File: config.mk
export PLATFORM = sky130hd
export DESIGN_NAME = decode_stage
export DESIGN_NICKNAME = d
export VERILOG_FILES = /design/src/rtl/decode_stage.sv
export SDC_FILE = /design/constraint.sdc
export NUM_CORES = 1
export LEC_CHECK = 0
export CORE_UTILIZATION = 35
export DETAILED_ROUTE_END_ITERATION = 7
export GPL_ROUTABILITY_DRIVEN = 0
export PLACE_DENSITY = 0.77
export SLEW_MARGIN = 20
export SYNTH_ARGS = -nofsm -noshare
export SYNTH_HDL_FRONTEND = slang
export SYNTH_SLANG_ARGS = --single-unit
File: constraint.sdc
create_clock -name clk -period 5.39 [get_ports clk]
set_input_delay 0.8085 -clock clk [delete_from_list [all_inputs] [get_ports clk]]
set_output_delay 0.8085 -clock clk [all_outputs]
set_load 0.005 [all_outputs]
File: src/rtl/decode_stage.sv
// RV base-ISA decode stage: combinational field/immediate decode, load-use
// hazard detection and a single ID/EX pipeline register with flush/backpressure.
module decode_stage #(
    parameter int unsigned XLEN  = 32,
    parameter int unsigned CNT_W = 16
) (
    input  logic             clk,
    input  logic             reset,
    input  logic             flush,
    input  logic             in_valid,
    output logic             in_ready,
    input  logic [XLEN-1:0]  pc,
    input  logic [31:0]      instr,
    input  logic             ex_ready,
    output logic             out_valid,
    output logic [XLEN-1:0]  out_pc,
    output logic [6:0]       out_opcode,
    output logic [2:0]       out_func3,
    output logic [6:0]       out_func7,
    output logic [4:0]       out_rs1,
    output logic [4:0]       out_rs2,
    output logic [4:0]       out_rd,
    output logic [XLEN-1:0]  out_imm,
    output logic             out_mem_read,
    output logic             out_illegal,
    output logic             hazard,
    output logic [CNT_W-1:0] stall_cnt
);

    localparam logic [6:0] OP_LOAD   = 7'b0000011;
    localparam logic [6:0] OP_FENCE  = 7'b0001111;
    localparam logic [6:0] OP_IMM    = 7'b0010011;
    localparam logic [6:0] OP_AUIPC  = 7'b0010111;
    localparam logic [6:0] OP_STORE  = 7'b0100011;
    localparam logic [6:0] OP_REG    = 7'b0110011;
    localparam logic [6:0] OP_LUI    = 7'b0110111;
    localparam logic [6:0] OP_BRANCH = 7'b1100011;
    localparam logic [6:0] OP_JALR   = 7'b1100111;
    localparam logic [6:0] OP_JAL    = 7'b1101111;
    localparam logic [6:0] OP_SYSTEM = 7'b1110011;

    logic [6:0]      w_opcode;
    logic [2:0]      w_func3;
    logic [XLEN-1:0] w_imm;
    logic [XLEN-1:0] w_shamt;
    logic            w_illegal;
    logic            w_rs1_used;
    logic            w_rs2_used;
    logic            w_capture;
    logic            w_bubble;

    logic             r_valid;
    logic [XLEN-1:0]  r_pc;
    logic [6:0]       r_opcode;
    logic [2:0]       r_func3;
    logic [6:0]       r_func7;
    logic [4:0]       r_rs1;
    logic [4:0]       r_rs2;
    logic [4:0]       r_rd;
    logic [XLEN-1:0]  r_imm;
    logic             r_mem_read;
    logic             r_illegal;
    logic [CNT_W-1:0] r_stall_cnt;

    assign w_opcode = instr[6:0];
    assign w_func3  = instr[14:12];

    // Shift amount field widens by one bit on RV64.
    generate
        if (XLEN == 64) begin : g_shamt64
            assign w_shamt = {{(XLEN-6){1'b0}}, instr[25:20]};
        end else begin : g_shamt32
            assign w_shamt = {{(XLEN-5){1'b0}}, instr[24:20]};
        end
    endgenerate

    // Immediate, legality and register-use decode from the raw instruction.
    always_comb begin
        w_imm      = '0;
        w_illegal  = 1'b0;
        w_rs1_used = 1'b1;
        w_rs2_used = 1'b0;
        case (w_opcode)
            OP_IMM: begin
                if (w_func3 == 3'b001 || w_func3 == 3'b101) begin
                    w_imm = w_shamt;
                end else begin
                    w_imm = {{(XLEN-12){instr[31]}}, instr[31:20]};
                end
            end
            OP_LOAD, OP_JALR: w_imm = {{(XLEN-12){instr[31]}}, instr[31:20]};
            OP_STORE: begin
                w_imm      = {{(XLEN-12){instr[31]}}, instr[31:25], instr[11:7]};
                w_rs2_used = 1'b1;
            end
            OP_BRANCH: begin
                w_imm      = {{(XLEN-13){instr[31]}}, instr[31], instr[7],
                              instr[30:25], instr[11:8], 1'b0};
                w_rs2_used = 1'b1;
            end
            OP_LUI, OP_AUIPC: begin
                w_imm      = {{(XLEN-32){instr[31]}}, instr[31:12], 12'b0};
                w_rs1_used = 1'b0;
            end
            OP_JAL: begin
                w_imm      = {{(XLEN-21){instr[31]}}, instr[31], instr[19:12],
                              instr[20], instr[30:21], 1'b0};
                w_rs1_used = 1'b0;
            end
            OP_REG:              w_rs2_used = 1'b1;
            OP_FENCE, OP_SYSTEM: w_imm = '0;
            default:             w_illegal = 1'b1;
        endcase
    end

    // Load-use hazard: the registered load's destination feeds the incoming instruction.
    assign hazard = r_valid & r_mem_read & (r_rd != 5'd0) & in_valid &
                    ((w_rs1_used & (instr[19:15] == r_rd)) |
                     (w_rs2_used & (instr[24:20] == r_rd)));

    assign in_ready  = ex_ready & ~hazard;
    assign w_capture = ~flush & ex_ready & ~hazard & in_valid;
    assign w_bubble  = flush | (ex_ready & ~w_capture);

    // ID/EX register: flush > backpressure hold > hazard bubble > capture > idle bubble.
    always_ff @(posedge clk or negedge reset) begin
        if (!reset) begin
            r_valid    <= 1'b0;
            r_pc       <= '0;
            r_opcode   <= OP_REG;
            r_func3    <= 3'd0;
            r_func7    <= 7'd0;
            r_rs1      <= 5'd0;
            r_rs2      <= 5'd0;
            r_rd       <= 5'd0;
            r_imm      <= '0;
            r_mem_read <= 1'b0;
            r_illegal  <= 1'b0;
        end else if (w_bubble) begin
            r_valid    <= 1'b0;
            r_opcode   <= OP_REG;
            r_func3    <= 3'd0;
            r_func7    <= 7'd0;
            r_rs1      <= 5'd0;
            r_rs2      <= 5'd0;
            r_rd       <= 5'd0;
            r_imm      <= '0;
            r_mem_read <= 1'b0;
            r_illegal  <= 1'b0;
        end else if (w_capture) begin
            r_valid    <= 1'b1;
            r_pc       <= pc;
            r_opcode   <= w_opcode;
            r_func3    <= w_func3;
            r_func7    <= instr[31:25];
            r_rs1      <= instr[19:15];
            r_rs2      <= instr[24:20];
            r_rd       <= instr[11:7];
            r_imm      <= w_imm;
            r_mem_read <= (w_opcode == OP_LOAD);
            r_illegal  <= w_illegal;
        end
    end

    // Saturating count of hazard stall cycles.
    always_ff @(posedge clk or negedge reset) begin
        if (!reset) begin
            r_stall_cnt <= '0;
        end else if (hazard && (r_stall_cnt != {CNT_W{1'b1}})) begin
            r_stall_cnt <= r_stall_cnt + CNT_W'(1);
        end
    end

    assign out_valid    = r_valid;
    assign out_pc       = r_pc;
    assign out_opcode   = r_opcode;
    assign out_func3    = r_func3;
    assign out_func7    = r_func7;
    assign out_rs1      = r_rs1;
    assign out_rs2      = r_rs2;
    assign out_rd       = r_rd;
    assign out_imm      = r_imm;
    assign out_mem_read = r_mem_read;
    assign out_illegal  = r_illegal;
    assign stall_cnt    = r_stall_cnt;

endmodule

==> impl_metrics.env <==
export IMPL_seq_power_share_pct=37.9
export IMPL_wl_per_cell_um=16.9
export IMPL_cts_tree="built"
export IMPL_routed_wl_um=14600
export IMPL_min_period_ns=4.22
export IMPL_finClkSkew_ns=0.00855
export IMPL_cp_num_buf_inv=3
export IMPL_ctsResizeCount=0
export IMPL_worst_slack_ns=1.17
export IMPL_h_tree_depth=4
export IMPL_swShare_pct=22.3
export IMPL_firstDrtPassIters=4
export IMPL_via_count=4404
export IMPL_grt_pass1_wl_um=23000
export IMPL_fp_dieW_um=121
export IMPL_rows=43
export IMPL_core_area_mm2=0.0138
export IMPL_path_clk_slew_ns=0.05
export IMPL_cts_sinks=115
export IMPL_critPathMaxFanout=13
export IMPL_drv_cap=0
export IMPL_max_slew_margin_pct=38.4
export IMPL_rr_startpoint="out_rd[2]"
export IMPL_crit_top_cell="clkdlybuf4s50_1"
export IMPL_path_cells="clkdlybuf4s50_1 -> or3b_2 -> a21oi_1 -> buf_4 -> nor4_2 -> or2_2 -> nor2_1 -> clkdlybuf4s50_1"
export IMPL_async_reset_ff_share_pct=100
export IMPL_period_share_pct=78.3
export IMPL_yosys_register_bits=115
export IMPL_worst_setup_path_type="input pin to primary output"
export IMPL_p_int_uw=1930
export IMPL_clk_latency_ns=0.41
export IMPL_critPathLaunch="instr[4]"
export IMPL_synth_edff_count=0
export IMPL_grt_max_degree=79
export IMPL_synth_ff_type="dfrtp_1"
export IMPL_critPathLaunchType="input pin"
export IMPL_slowest_delay_ns=0.72
export IMPL_path_delay_family="buffers and inverters"
export IMPL_worst_pin_slew_ns=0.925
export IMPL_die_h_um=121
export IMPL_fin_util_pct=55.5
export IMPL_leakagePower_uw=0.00337
export IMPL_status="completed"
export IMPL_avgSynthCellArea_um2=10.1
export IMPL_hp_class="input pin to async pin"
export IMPL_initial_core_util_pct=35.7
export IMPL_cp_arrival_ns=3.41
export IMPL_fmax_ghz=0.237
export IMPL_tns_ns=0
export IMPL_area_growth_pct=55.3
export IMPL_ctsHoldBuffers=0
export IMPL_die_area_mm2=0.0146
export IMPL_clockPowerShare_pct=50.7
export IMPL_detail_route_antenna_nets=0
export IMPL_cts_made_buffers=17
export IMPL_finalHoldWorstSlack_ns=0.314
export IMPL_rsz0062_at_grt="false"
export IMPL_grt_usage_pct=20.8
export IMPL_mostFrequentLayoutCell="clkdlybuf4s50_1"
export IMPL_power_density_mw_per_mm2=324
export IMPL_postCtsSetupRepairBufs=0
export IMPL_worstPathRequired_ns=4.58
export IMPL_place_ws_ns=1.23
export IMPL_synth_distinct_cells=51
export IMPL_cp_end_kind="primary output"
export IMPL_peakVddDrop_mv=0.158
export IMPL_synth_warnings=0
export IMPL_dp_hpwl_um=10200
export IMPL_viasPerCell=5.09
export IMPL_synth_nets=559
export IMPL_synth_cells=489
export IMPL_final_cell_mix="clkdlybuf4s50_1 (184), nand2_1 (141), dfrtp_1 (111), a22o_1 (32), o21ai_0 (29)"
export IMPL_cts_root_buf="clkbuf_16"
export IMPL_grt_pass1_vias=4466
export IMPL_drc_errors=0
export IMPL_drive_gt1_share_pct=8.61
export IMPL_diodes=0
export IMPL_port_buffers=185
export IMPL_drt_iter0_drc=209
export IMPL_cts_buffer_depth=2
export IMPL_setup_viol=0
export IMPL_netlist_area_mm2=0.00494
export IMPL_crit_path_top_delay_cell="clkdlybuf4s50_1"
export IMPL_antenna_found_initial=0
export IMPL_io_pins=186
export IMPL_grt_overflow=0
export IMPL_final_hold_violation_count=0
export IMPL_fin_nets=742
export IMPL_power_frac_comb_pct=11.4
export IMPL_yosysSeqAreaShare_pct=58.4
export IMPL_p_switching_uw=556
export IMPL_finalMaxSlewViolations=0
metal layers:
metal	part of all wire (%)	vias to the layer above	GRT usage, %
met5	0	-	0
met4	2.4	0	9.65
met3	7.5	27	6.42
met2	47	194	33.2
met1	43	2122	25.8
li1	-	2061	-
final timing paths:
kind                                 endpoint  slack [ns]  cells past startpoint
worst max-delay path                 in_ready        1.17                      8
worst min-delay path             out_func3[0]        0.31                      1
worst max register to register     out_imm[8]        2.72                      6
worst min register to register     out_pc[20]        0.47                      2
max in group asynchronous       out_opcode[0]        4.24                      2
min in group clk                   out_pc[20]        0.47                      2
final cells by class:
type / count / area [um2]
clock buffer: 20 / 467
clock inverter: 12 / 203
fill: 1167 / 6160
inverter: 8 / 30.0
multi-input combinational: 338 / 1940
sequential: 115 / 2880
tap: 180 / 225
timing repair buffer: 192 / 1920
cells in the mapped netlist, drive strengths merged (2+ instances only):
cell / n / share of area (%)
inv: 8 / 0.61
a21oi: 22 / 2.2
nand2b: 2 / 0.25
o21ai: 32 / 3.2
nor3b: 3 / 0.68
nand3: 5 / 0.51
nor4: 2 / 0.38
xor2: 11 / 2.0
nand2: 141 / 11
and3: 2 / 0.25
nand4b: 2 / 0.35
clkbuf: 22 / 1.7
nor2: 16 / 1.2
nor3: 11 / 1.2
a22o: 32 / 5.7
o32a: 3 / 0.61
dfstp: 4 / 2.1
xnor2: 14 / 2.5
o31ai: 2 / 0.30
a31oi: 3 / 0.38
nand4: 5 / 0.63
or3: 2 / 0.25
and4: 2 / 0.35
dfrtp: 111 / 56
a22oi: 5 / 0.76
buf: 6 / 0.61
per-stage QoR:
stage / instances / cell area, um2 / total power (uW)
2_1_floorplan: 489 / 4940 / 1040
3_3_place_gp: 832 / 6970 / 1230
3_5_place_dp: 832 / 6970 / 1240
4_1_cts: 864 / 7640 / 2510
5_1_grt: 865 / 7670 / 2580
6_report: 865 / 7670 / 2490
flip-flops by register name, summed over array words and instances (netlist names):
register      cells
out_rs1           5
out_valid         1
out_imm          32
out_mem_read      1
out_func7         7
out_rs2           5
out_illegal       1
out_rd            5
out_func3         3
stall_cnt        16
out_pc           32
out_opcode        7
kinds of logic (layout without fill, tap and decap cells):
family | count (synthesis) | in the layout | synth area share (%)
buf+inv | 36 | 232 | 2.89
mux | 1 | 1 | 0.228
simple gates | 202 | 202 | 18.4
xor+xnor | 25 | 25 | 4.43
compound gates | 109 | 109 | 15.4
flops | 115 | 115 | 58.4
fa+ha+maj | 1 | 1 | 0.253
power groups by stage:
stage | clock (uW) | sequential, uW | combinational (uW)
floorplan | 0 | 958 | 79.2
finish | 1260 | 943 | 283
CTS | 1280 | 944 | 284
detailed placement | 0 | 957 | 282
global placement | 0 | 955 | 276
global route | 1320 | 949 | 310
Note: power is estimated with default switching activity, not from simulation.
